## config.mk

```make
export PLATFORM = sky130hd
export DESIGN_NAME = axi_lut_multiplier_flat
export DESIGN_NICKNAME = d
export VERILOG_FILES = /design/src/rtl/axi_lut_pkg.sv /design/src/rtl/axi_lut_multiplier_if.sv /design/src/rtl/axi_lut_fill.sv /design/src/rtl/axi_lut_multiplier.sv /design/src/flat_wrapper.sv
export SDC_FILE = /design/constraint.sdc
export NUM_CORES = 1
export LEC_CHECK = 0
export ABC_AREA = 0
export CAP_MARGIN = 5
export CORE_AREA = 2 2 76 78
export DETAILED_ROUTE_END_ITERATION = 10
export DIE_AREA = 0 0 78 80
export GPL_TIMING_DRIVEN = 0
export PLACE_DENSITY = 0.8
export SLEW_MARGIN = 20
export SYNTH_ARGS = -nofsm -noshare
export SYNTH_HDL_FRONTEND = slang
export SYNTH_SLANG_ARGS = --single-unit
```

## constraint.sdc

```tcl
create_clock -name clk -period 1.6 [get_ports clk]
set_input_delay 0.24 -clock clk [delete_from_list [all_inputs] [get_ports clk]]
set_output_delay 0.24 -clock clk [all_outputs]
set_load 0.01 [all_outputs]
```

## src/rtl/axi_lut_pkg.sv

```systemverilog
// Shared constants for the table-lookup multiplier: FSM state codes, AXI response
// codes and the table-index to byte-address mapping.
package axi_lut_pkg;

    localparam logic [2:0] ST_FILL_AW = 3'd0;
    localparam logic [2:0] ST_FILL_B  = 3'd1;
    localparam logic [2:0] ST_IDLE    = 3'd2;
    localparam logic [2:0] ST_RD_AR   = 3'd3;
    localparam logic [2:0] ST_RD_R    = 3'd4;

    localparam logic [1:0] RESP_OKAY   = 2'b00;
    localparam logic [1:0] RESP_SLVERR = 2'b10;

    // One 32-bit word per entry, so the index is scaled by four bytes.
    function automatic logic [31:0] idx_to_addr(input logic [31:0] base, input logic [15:0] idx);
        return base + {14'd0, idx, 2'b00};
    endfunction

endpackage

```

## src/rtl/axi_lut_multiplier_if.sv

```systemverilog
// AXI4-lite bus between the lookup multiplier (master) and the table RAM (slave).
// Every channel uses valid/ready: a transfer happens in the cycle both are high, and
// once valid is raised it and its payload stay put until that cycle.
interface axi_lut_multiplier_if;
    logic [31:0] awaddr;
    logic        awvalid;
    logic        awready;
    logic [31:0] wdata;
    logic        wvalid;
    logic        wready;
    logic [1:0]  bresp;
    logic        bvalid;
    logic        bready;
    logic [31:0] araddr;
    logic        arvalid;
    logic        arready;
    logic [31:0] rdata;
    logic [1:0]  rresp;
    logic        rvalid;
    logic        rready;

    modport master (
        output awaddr, awvalid, wdata, wvalid, bready, araddr, arvalid, rready,
        input  awready, wready, bresp, bvalid, arready, rdata, rresp, rvalid
    );

    modport slave (
        input  awaddr, awvalid, wdata, wvalid, bready, araddr, arvalid, rready,
        output awready, wready, bresp, bvalid, arready, rdata, rresp, rvalid
    );
endinterface

```

## src/rtl/axi_lut_fill.sv

```systemverilog
// Fill engine: walks idx over the whole table, writing a*b to each entry through the
// AW/W/B channels. The top FSM tells it which fill phase is current.
module axi_lut_fill
    import axi_lut_pkg::*;
#(
    parameter int          OPW       = 3,
    parameter logic [31:0] ADDR_BASE = 32'h0000_0000
) (
    input  logic        clk,
    input  logic        rst,
    input  logic        in_aw,
    input  logic        in_b,
    input  logic        awready,
    input  logic        wready,
    input  logic        bvalid,
    input  logic [1:0]  bresp,
    output logic [31:0] awaddr,
    output logic        awvalid,
    output logic [31:0] wdata,
    output logic        wvalid,
    output logic        bready,
    output logic        aw_complete,
    output logic        b_complete,
    output logic        last,
    output logic        b_err
);
    localparam int IW = 2 * OPW;

    logic [IW-1:0] idx_q, idx_d;
    logic          aw_done_q, aw_done_d;
    logic          w_done_q, w_done_d;
    logic          awvalid_q, awvalid_d;
    logic          wvalid_q, wvalid_d;
    logic          bready_q, bready_d;
    logic [31:0]   awaddr_q, awaddr_d;
    logic [31:0]   wdata_q, wdata_d;
    logic          aw_hs, w_hs, next_aw, next_b;
    logic [IW-1:0] op_a, op_b;

    always_comb begin
        aw_hs       = awvalid_q & awready;
        w_hs        = wvalid_q & wready;
        aw_complete = in_aw & (aw_done_q | aw_hs) & (w_done_q | w_hs);
        b_complete  = in_b & bready_q & bvalid;
        last        = &idx_q;
        b_err       = b_complete & (bresp != RESP_OKAY);
        next_aw     = (in_aw & ~aw_complete) | (b_complete & ~last);
        next_b      = aw_complete | (in_b & ~b_complete);
        // The increment past the last entry wraps idx back to zero.
        idx_d       = b_complete ? idx_q + 1'b1 : idx_q;
        aw_done_d   = in_aw & ~aw_complete & (aw_done_q | aw_hs);
        w_done_d    = in_aw & ~aw_complete & (w_done_q | w_hs);
        awvalid_d   = next_aw & ~aw_done_d;
        wvalid_d    = next_aw & ~w_done_d;
        bready_d    = next_b;
        op_a        = {{OPW{1'b0}}, idx_d[IW-1:OPW]};
        op_b        = {{OPW{1'b0}}, idx_d[OPW-1:0]};
        // Address and data track idx_d so they are already valid when awvalid rises.
        awaddr_d    = idx_to_addr(ADDR_BASE, 16'(idx_d));
        wdata_d     = 32'(op_a * op_b);
    end

    always_ff @(posedge clk or negedge rst) begin
        if (!rst) begin
            idx_q     <= '0;
            aw_done_q <= 1'b0;
            w_done_q  <= 1'b0;
            awvalid_q <= 1'b0;
            wvalid_q  <= 1'b0;
            bready_q  <= 1'b0;
            awaddr_q  <= '0;
            wdata_q   <= '0;
        end else begin
            idx_q     <= idx_d;
            aw_done_q <= aw_done_d;
            w_done_q  <= w_done_d;
            awvalid_q <= awvalid_d;
            wvalid_q  <= wvalid_d;
            bready_q  <= bready_d;
            awaddr_q  <= awaddr_d;
            wdata_q   <= wdata_d;
        end
    end

    assign awaddr  = awaddr_q;
    assign awvalid = awvalid_q;
    assign wdata   = wdata_q;
    assign wvalid  = wvalid_q;
    assign bready  = bready_q;

endmodule

```

## src/rtl/axi_lut_multiplier.sv

```systemverilog
// Table-lookup multiplier acting as AXI4-lite master onto a times-table RAM.
// Define AXI_LUT_FILL_EN to have it write the table itself after reset.
module axi_lut_multiplier
    import axi_lut_pkg::*;
#(
    parameter int          OPW       = 3,
    parameter logic [31:0] ADDR_BASE = 32'h0000_0000
) (
    input  logic                 clk,
    input  logic                 rst,
    input  logic [OPW-1:0]       a,
    input  logic [OPW-1:0]       b,
    input  logic                 read,
    output logic                 busy,
    output logic [2*OPW-1:0]     result,
    output logic                 result_valid,
    output logic                 resp_err,
    output logic [2:0]           dbg_state,
    axi_lut_multiplier_if.master m_axi
);
    logic [2:0]       state_q, state_d;
    logic [31:0]      araddr_q, araddr_d;
    logic             arvalid_q, arvalid_d;
    logic             rready_q, rready_d;
    logic [2*OPW-1:0] result_q, result_d;
    logic             result_valid_q, result_valid_d;
    logic             resp_err_q, resp_err_d;
    logic             fill_aw_complete, fill_b_complete, fill_last, fill_b_err;
    logic             unused_rdata;

`ifdef AXI_LUT_FILL_EN
    localparam logic [2:0] RESET_STATE = ST_FILL_AW;

    axi_lut_fill #(.OPW(OPW), .ADDR_BASE(ADDR_BASE)) u_fill (
        .clk         (clk),
        .rst         (rst),
        .in_aw       (state_q == ST_FILL_AW),
        .in_b        (state_q == ST_FILL_B),
        .awready     (m_axi.awready),
        .wready      (m_axi.wready),
        .bvalid      (m_axi.bvalid),
        .bresp       (m_axi.bresp),
        .awaddr      (m_axi.awaddr),
        .awvalid     (m_axi.awvalid),
        .wdata       (m_axi.wdata),
        .wvalid      (m_axi.wvalid),
        .bready      (m_axi.bready),
        .aw_complete (fill_aw_complete),
        .b_complete  (fill_b_complete),
        .last        (fill_last),
        .b_err       (fill_b_err)
    );
`else
    localparam logic [2:0] RESET_STATE = ST_IDLE;
    logic unused_fill;

    assign m_axi.awaddr     = '0;
    assign m_axi.awvalid    = 1'b0;
    assign m_axi.wdata      = '0;
    assign m_axi.wvalid     = 1'b0;
    assign m_axi.bready     = 1'b0;
    assign fill_aw_complete = 1'b0;
    assign fill_b_complete  = 1'b0;
    assign fill_last        = 1'b0;
    assign fill_b_err       = 1'b0;
    assign unused_fill      = ^{m_axi.awready, m_axi.wready, m_axi.bvalid, m_axi.bresp};
`endif

    always_comb begin
        state_d        = state_q;
        araddr_d       = araddr_q;
        arvalid_d      = arvalid_q;
        rready_d       = rready_q;
        result_d       = result_q;
        result_valid_d = 1'b0;
        resp_err_d     = resp_err_q;
        case (state_q)
            ST_FILL_AW: if (fill_aw_complete) state_d = ST_FILL_B;
            ST_FILL_B:  if (fill_b_complete) state_d = fill_last ? ST_IDLE : ST_FILL_AW;
            ST_IDLE: begin
                // Operands are captured only here; strobes in other states are dropped.
                if (read) begin
                    state_d   = ST_RD_AR;
                    araddr_d  = idx_to_addr(ADDR_BASE, 16'({a, b}));
                    arvalid_d = 1'b1;
                end
            end
            ST_RD_AR: begin
                if (m_axi.arready) begin
                    state_d   = ST_RD_R;
                    arvalid_d = 1'b0;
                    rready_d  = 1'b1;
                end
            end
            ST_RD_R: begin
                if (m_axi.rvalid) begin
                    state_d        = ST_IDLE;
                    rready_d       = 1'b0;
                    result_d       = m_axi.rdata[2*OPW-1:0];
                    result_valid_d = 1'b1;
                    if (m_axi.rresp != RESP_OKAY) resp_err_d = 1'b1;
                end
            end
            default: state_d = ST_IDLE;
        endcase
        if (fill_b_err) resp_err_d = 1'b1;
    end

    always_ff @(posedge clk or negedge rst) begin
        if (!rst) begin
            state_q        <= RESET_STATE;
            araddr_q       <= '0;
            arvalid_q      <= 1'b0;
            rready_q       <= 1'b0;
            result_q       <= '0;
            result_valid_q <= 1'b0;
            resp_err_q     <= 1'b0;
        end else begin
            state_q        <= state_d;
            araddr_q       <= araddr_d;
            arvalid_q      <= arvalid_d;
            rready_q       <= rready_d;
            result_q       <= result_d;
            result_valid_q <= result_valid_d;
            resp_err_q     <= resp_err_d;
        end
    end

    assign unused_rdata  = ^m_axi.rdata[31:2*OPW];
    assign m_axi.araddr  = araddr_q;
    assign m_axi.arvalid = arvalid_q;
    assign m_axi.rready  = rready_q;
    assign busy          = (state_q != ST_IDLE);
    assign result        = result_q;
    assign result_valid  = result_valid_q;
    assign resp_err      = resp_err_q;
    assign dbg_state     = state_q;

endmodule

```

## src/flat_wrapper.sv

```systemverilog
// flat-port wrapper written by rule: the top's interface ports become plain ports
module axi_lut_multiplier_flat import axi_lut_pkg::*;
#(
    parameter int          OPW       = 3,
    parameter logic [31:0] ADDR_BASE = 32'h0000_0000
)
  (clk, rst, a, b, read, busy, result, result_valid, resp_err, dbg_state, m_axi_awaddr, m_axi_awvalid, m_axi_wdata, m_axi_wvalid, m_axi_bready, m_axi_araddr, m_axi_arvalid, m_axi_rready, m_axi_awready, m_axi_wready, m_axi_bresp, m_axi_bvalid, m_axi_arready, m_axi_rdata, m_axi_rresp, m_axi_rvalid);
  axi_lut_multiplier_if m_axi_i ();
  input  logic clk;
  input  logic rst;
  input  logic [OPW-1:0] a;
  input  logic [OPW-1:0] b;
  input  logic read;
  output logic busy;
  output logic [2*OPW-1:0] result;
  output logic result_valid;
  output logic resp_err;
  output logic [2:0] dbg_state;
  output wire logic [$bits(m_axi_i.awaddr)-1:0] m_axi_awaddr;
  output wire logic [$bits(m_axi_i.awvalid)-1:0] m_axi_awvalid;
  output wire logic [$bits(m_axi_i.wdata)-1:0] m_axi_wdata;
  output wire logic [$bits(m_axi_i.wvalid)-1:0] m_axi_wvalid;
  output wire logic [$bits(m_axi_i.bready)-1:0] m_axi_bready;
  output wire logic [$bits(m_axi_i.araddr)-1:0] m_axi_araddr;
  output wire logic [$bits(m_axi_i.arvalid)-1:0] m_axi_arvalid;
  output wire logic [$bits(m_axi_i.rready)-1:0] m_axi_rready;
  input wire logic [$bits(m_axi_i.awready)-1:0] m_axi_awready;
  input wire logic [$bits(m_axi_i.wready)-1:0] m_axi_wready;
  input wire logic [$bits(m_axi_i.bresp)-1:0] m_axi_bresp;
  input wire logic [$bits(m_axi_i.bvalid)-1:0] m_axi_bvalid;
  input wire logic [$bits(m_axi_i.arready)-1:0] m_axi_arready;
  input wire logic [$bits(m_axi_i.rdata)-1:0] m_axi_rdata;
  input wire logic [$bits(m_axi_i.rresp)-1:0] m_axi_rresp;
  input wire logic [$bits(m_axi_i.rvalid)-1:0] m_axi_rvalid;
  assign m_axi_awaddr = m_axi_i.awaddr;
  assign m_axi_awvalid = m_axi_i.awvalid;
  assign m_axi_wdata = m_axi_i.wdata;
  assign m_axi_wvalid = m_axi_i.wvalid;
  assign m_axi_bready = m_axi_i.bready;
  assign m_axi_araddr = m_axi_i.araddr;
  assign m_axi_arvalid = m_axi_i.arvalid;
  assign m_axi_rready = m_axi_i.rready;
  assign m_axi_i.awready = m_axi_awready;
  assign m_axi_i.wready = m_axi_wready;
  assign m_axi_i.bresp = m_axi_bresp;
  assign m_axi_i.bvalid = m_axi_bvalid;
  assign m_axi_i.arready = m_axi_arready;
  assign m_axi_i.rdata = m_axi_rdata;
  assign m_axi_i.rresp = m_axi_rresp;
  assign m_axi_i.rvalid = m_axi_rvalid;
  axi_lut_multiplier #(.OPW(OPW), .ADDR_BASE(ADDR_BASE)) u_core (.clk(clk), .rst(rst), .a(a), .b(b), .read(read), .busy(busy), .result(result), .result_valid(result_valid), .resp_err(resp_err), .dbg_state(dbg_state), .m_axi(m_axi_i));
endmodule
```

==> reports/qor.txt <==
TNS Setup: 0 ns
ys flop type: dfrtp_1
part of the cycle the worst path needs: 0.952
fin crit period: 1.52 ns
top cells by count, synth: buf_4 (95), dfrtp_1 (18), mux2_1 (12)
post-synth top area share: 0.483
fmax: 657 MHz
CTS Buf Count: 3
post-synth cell types: 19
dpl cells: 348
Clock Skews: 0.00973 ns
vias: 1074
Post-Syn Area: 1480 um^2
status: finished, final reports clean
r2r endpoint: u_core.m_axi.araddr[3]$_DFFE_PN0P_
crit-path max cell delay: 0.56 ns
Antenna diodes: 0
clk sink count: 19
dominant cells by area after synthesis: buf_4 (48%), dfrtp_1 (30%), mux2_1 (9.1%)
die height: 80 um
Critical Path Fanout Max: 2
Post-synth ARST share: 1.00
Worst EP arrival: 1.28 ns
Routed WL: 2880 um
die area: 6240 um^2
Total GRT Usage: 0.0830
CTS clock-pin slew for the worst setup and hold paths: 0.08 ns
number of port buffers: 38
Leak Pwr: 1.46 nW
Ys Warns: 0
count of flip-flops with a built-in enable after synthesis: 0
Slew Viols, Final: 0
Tot Pwr: 1.16 mW
share of the yosys chip area belonging to registers: 0.323
DR DRC count: 0
area leader, netlist: buf_4
cells along the critical path: nand2b_1, or2_2, clkbuf_2
total gr overflow: 0
Worst R2R Start: u_core.dbg_state[1]$_DFFE_PN1P_
first-pass GRT wire length: 4020 um
Power Dens Cells: 489 nW/um^2
Mean Syn Cell Area: 10.1 um^2
flop-to-flop setup slack: 0.10 ns
Slowest cell on crit path: dfstp_2
Root Driver: clkbuf_8
Finished Layout Cells: 354
HPWL Detailed: 2440 um
Worst R2R Path Depth: 4
CTS max path bufs: 2
drt wl/cell: 8.14 um
IO Pins: 163
worst vdd ir: 0.278 mV
largest net degree at the start of global routing: 20
Final ANT Viol Nets: 0
Worst EP required: 1.36 ns
Final GP Congestion: 0.642
worst slew pin tran: 0.880 ns
launching element type of the critical path: flip-flop
vias per cell: 3.03
register bit total from synthesis: 19
num rows: 27
max-cap viol count: 0
Initial Utilization: 0.273
final hold violation count: 0
TritonCTS clock tree: built
Die Width: 78 um
worst min path class: primary input to async pin
Worst Setup SP: u_core.dbg_state[1]$_DFFE_PN1P_
RSZ-0062 raised after global routing: false
CP Class: flip-flop to output port
final-report setup violation count: 0
vias in the first global route: 856
fin nets: 333
CTS Hold Bufs: 0
top-count cell post-synth: buf_4
ratio of cells with drive above 1 in the final layout: 0.387
max_slew headroom: 0.412
Post-Syn Instances: 146
Critical Path Sink: busy
Worst setup EP type: output port
first drt pass iteration count: 3
DR iter-0 viols: 6
area of the core: 5410 um^2
H-tree depth: 1
P&R area growth vs syn: 60.9%
clk_lat worst skew: 0.26 ns
initial antenna violation count: 0
[per-layer routing]
metal,vias to the layer above,track usage,share of wire
met1,444,0.0795,0.33
met5,-,0,0
met4,0,0.0316,0.0094
met2,70,0.155,0.53
li1,556,-,-
met3,4,0.0373,0.13
[worst min path at each step]
stage | start | end | slack (ns) | cells after the start
6_report | rst | u_core.m_axi.araddr[7]$_DFFE_PN0P_ | 0.48 | 1
2_1_floorplan | rst | u_core.dbg_state[0]$_DFFE_PN0P_ | -0.06 | 0
4_1_cts | u_core.result[2]$_DFFE_PN0P_ | u_core.result[2]$_DFFE_PN0P_ | 0.49 | 1
3_3_place_gp | u_core.resp_err$_DFFE_PN0P_ | u_core.resp_err$_DFFE_PN0P_ | 0.44 | 1
3_5_place_dp | u_core.result[2]$_DFFE_PN0P_ | u_core.result[2]$_DFFE_PN0P_ | 0.48 | 1
5_1_grt | u_core.result[0]$_DFFE_PN0P_ | u_core.result[0]$_DFFE_PN0P_ | 0.50 | 1
[stage by stage]
step | hold WS [ns] | utilization | area [um^2] | worst slack (ns)
final | 0.475 | 0.440 | 2380 | 0.0770
after global routing | 0.502 | 0.440 | 2380 | 0.0162
after CTS | 0.492 | 0.436 | 2350 | -0.0195
after detailed placement | 0.475 | 0.424 | 2290 | -0.126
after global placement | 0.439 | 0.424 | 2290 | -0.0949
after floorplan | -0.0556 | - | 1820 | 0.179
[cells in the final DEF, fill, tap and decap left out, drive strengths merged, types with 2 or more instances in the layout]
cell type       n
a211o           2
or2             2
clkdlybuf4s50  34
conb           93
clkbuf          5
nor4bb          2
dfrtp          18
dlymetal6s2s    2
a21boi          2
buf            97
a21o            2
mux2           12
[cell type report]
cell class	count	area (um^2)
clock buffer	4	45.0
tap	72	90.1
sequential	19	479
multi-input combinational	124	648
buffer	95	717
timing repair buffer	40	398
fill	535	3030
[sequential cells by signal, indices dropped and copies added, names as in the netlist]
name / flops
u_core.m_axi.araddr: 6
u_core.result_valid: 1
u_core.resp_err: 1
u_core.m_axi.rready: 1
u_core.m_axi.arvalid: 1
u_core.result: 6
u_core.dbg_state: 3
[repair_timing]
item / 4_1_cts / 5_1_grt
setup buffers: 2 / 0
resized for setup: 5 / 7
endpoints found under the setup margin: 3 / 7
pin swaps: 0 / 0
[cell families after synthesis]
family / share of synthesized area
simple gates: 0.0517
other cells: 0.00254
compound gates: 0.0491
buf+inv: 0.483
flops: 0.323
mux: 0.0914
[report_power, final]
part	internal [mW]	total (mW)	switching (mW)
Clock	0.177	0.348	0.170
Sequential	0.480	0.480	0
Combinational	0.188	0.335	0.147
Total	0.845	1.16	0.317
[critical path: cells and delay by family, from the launching register on]
kind	cells	cell delay (ns)
and+or+nand+nor	2	0.34
DFF	1	0.56
buffers and inverters	1	0.13
Power figures use the tool's default switching activity.
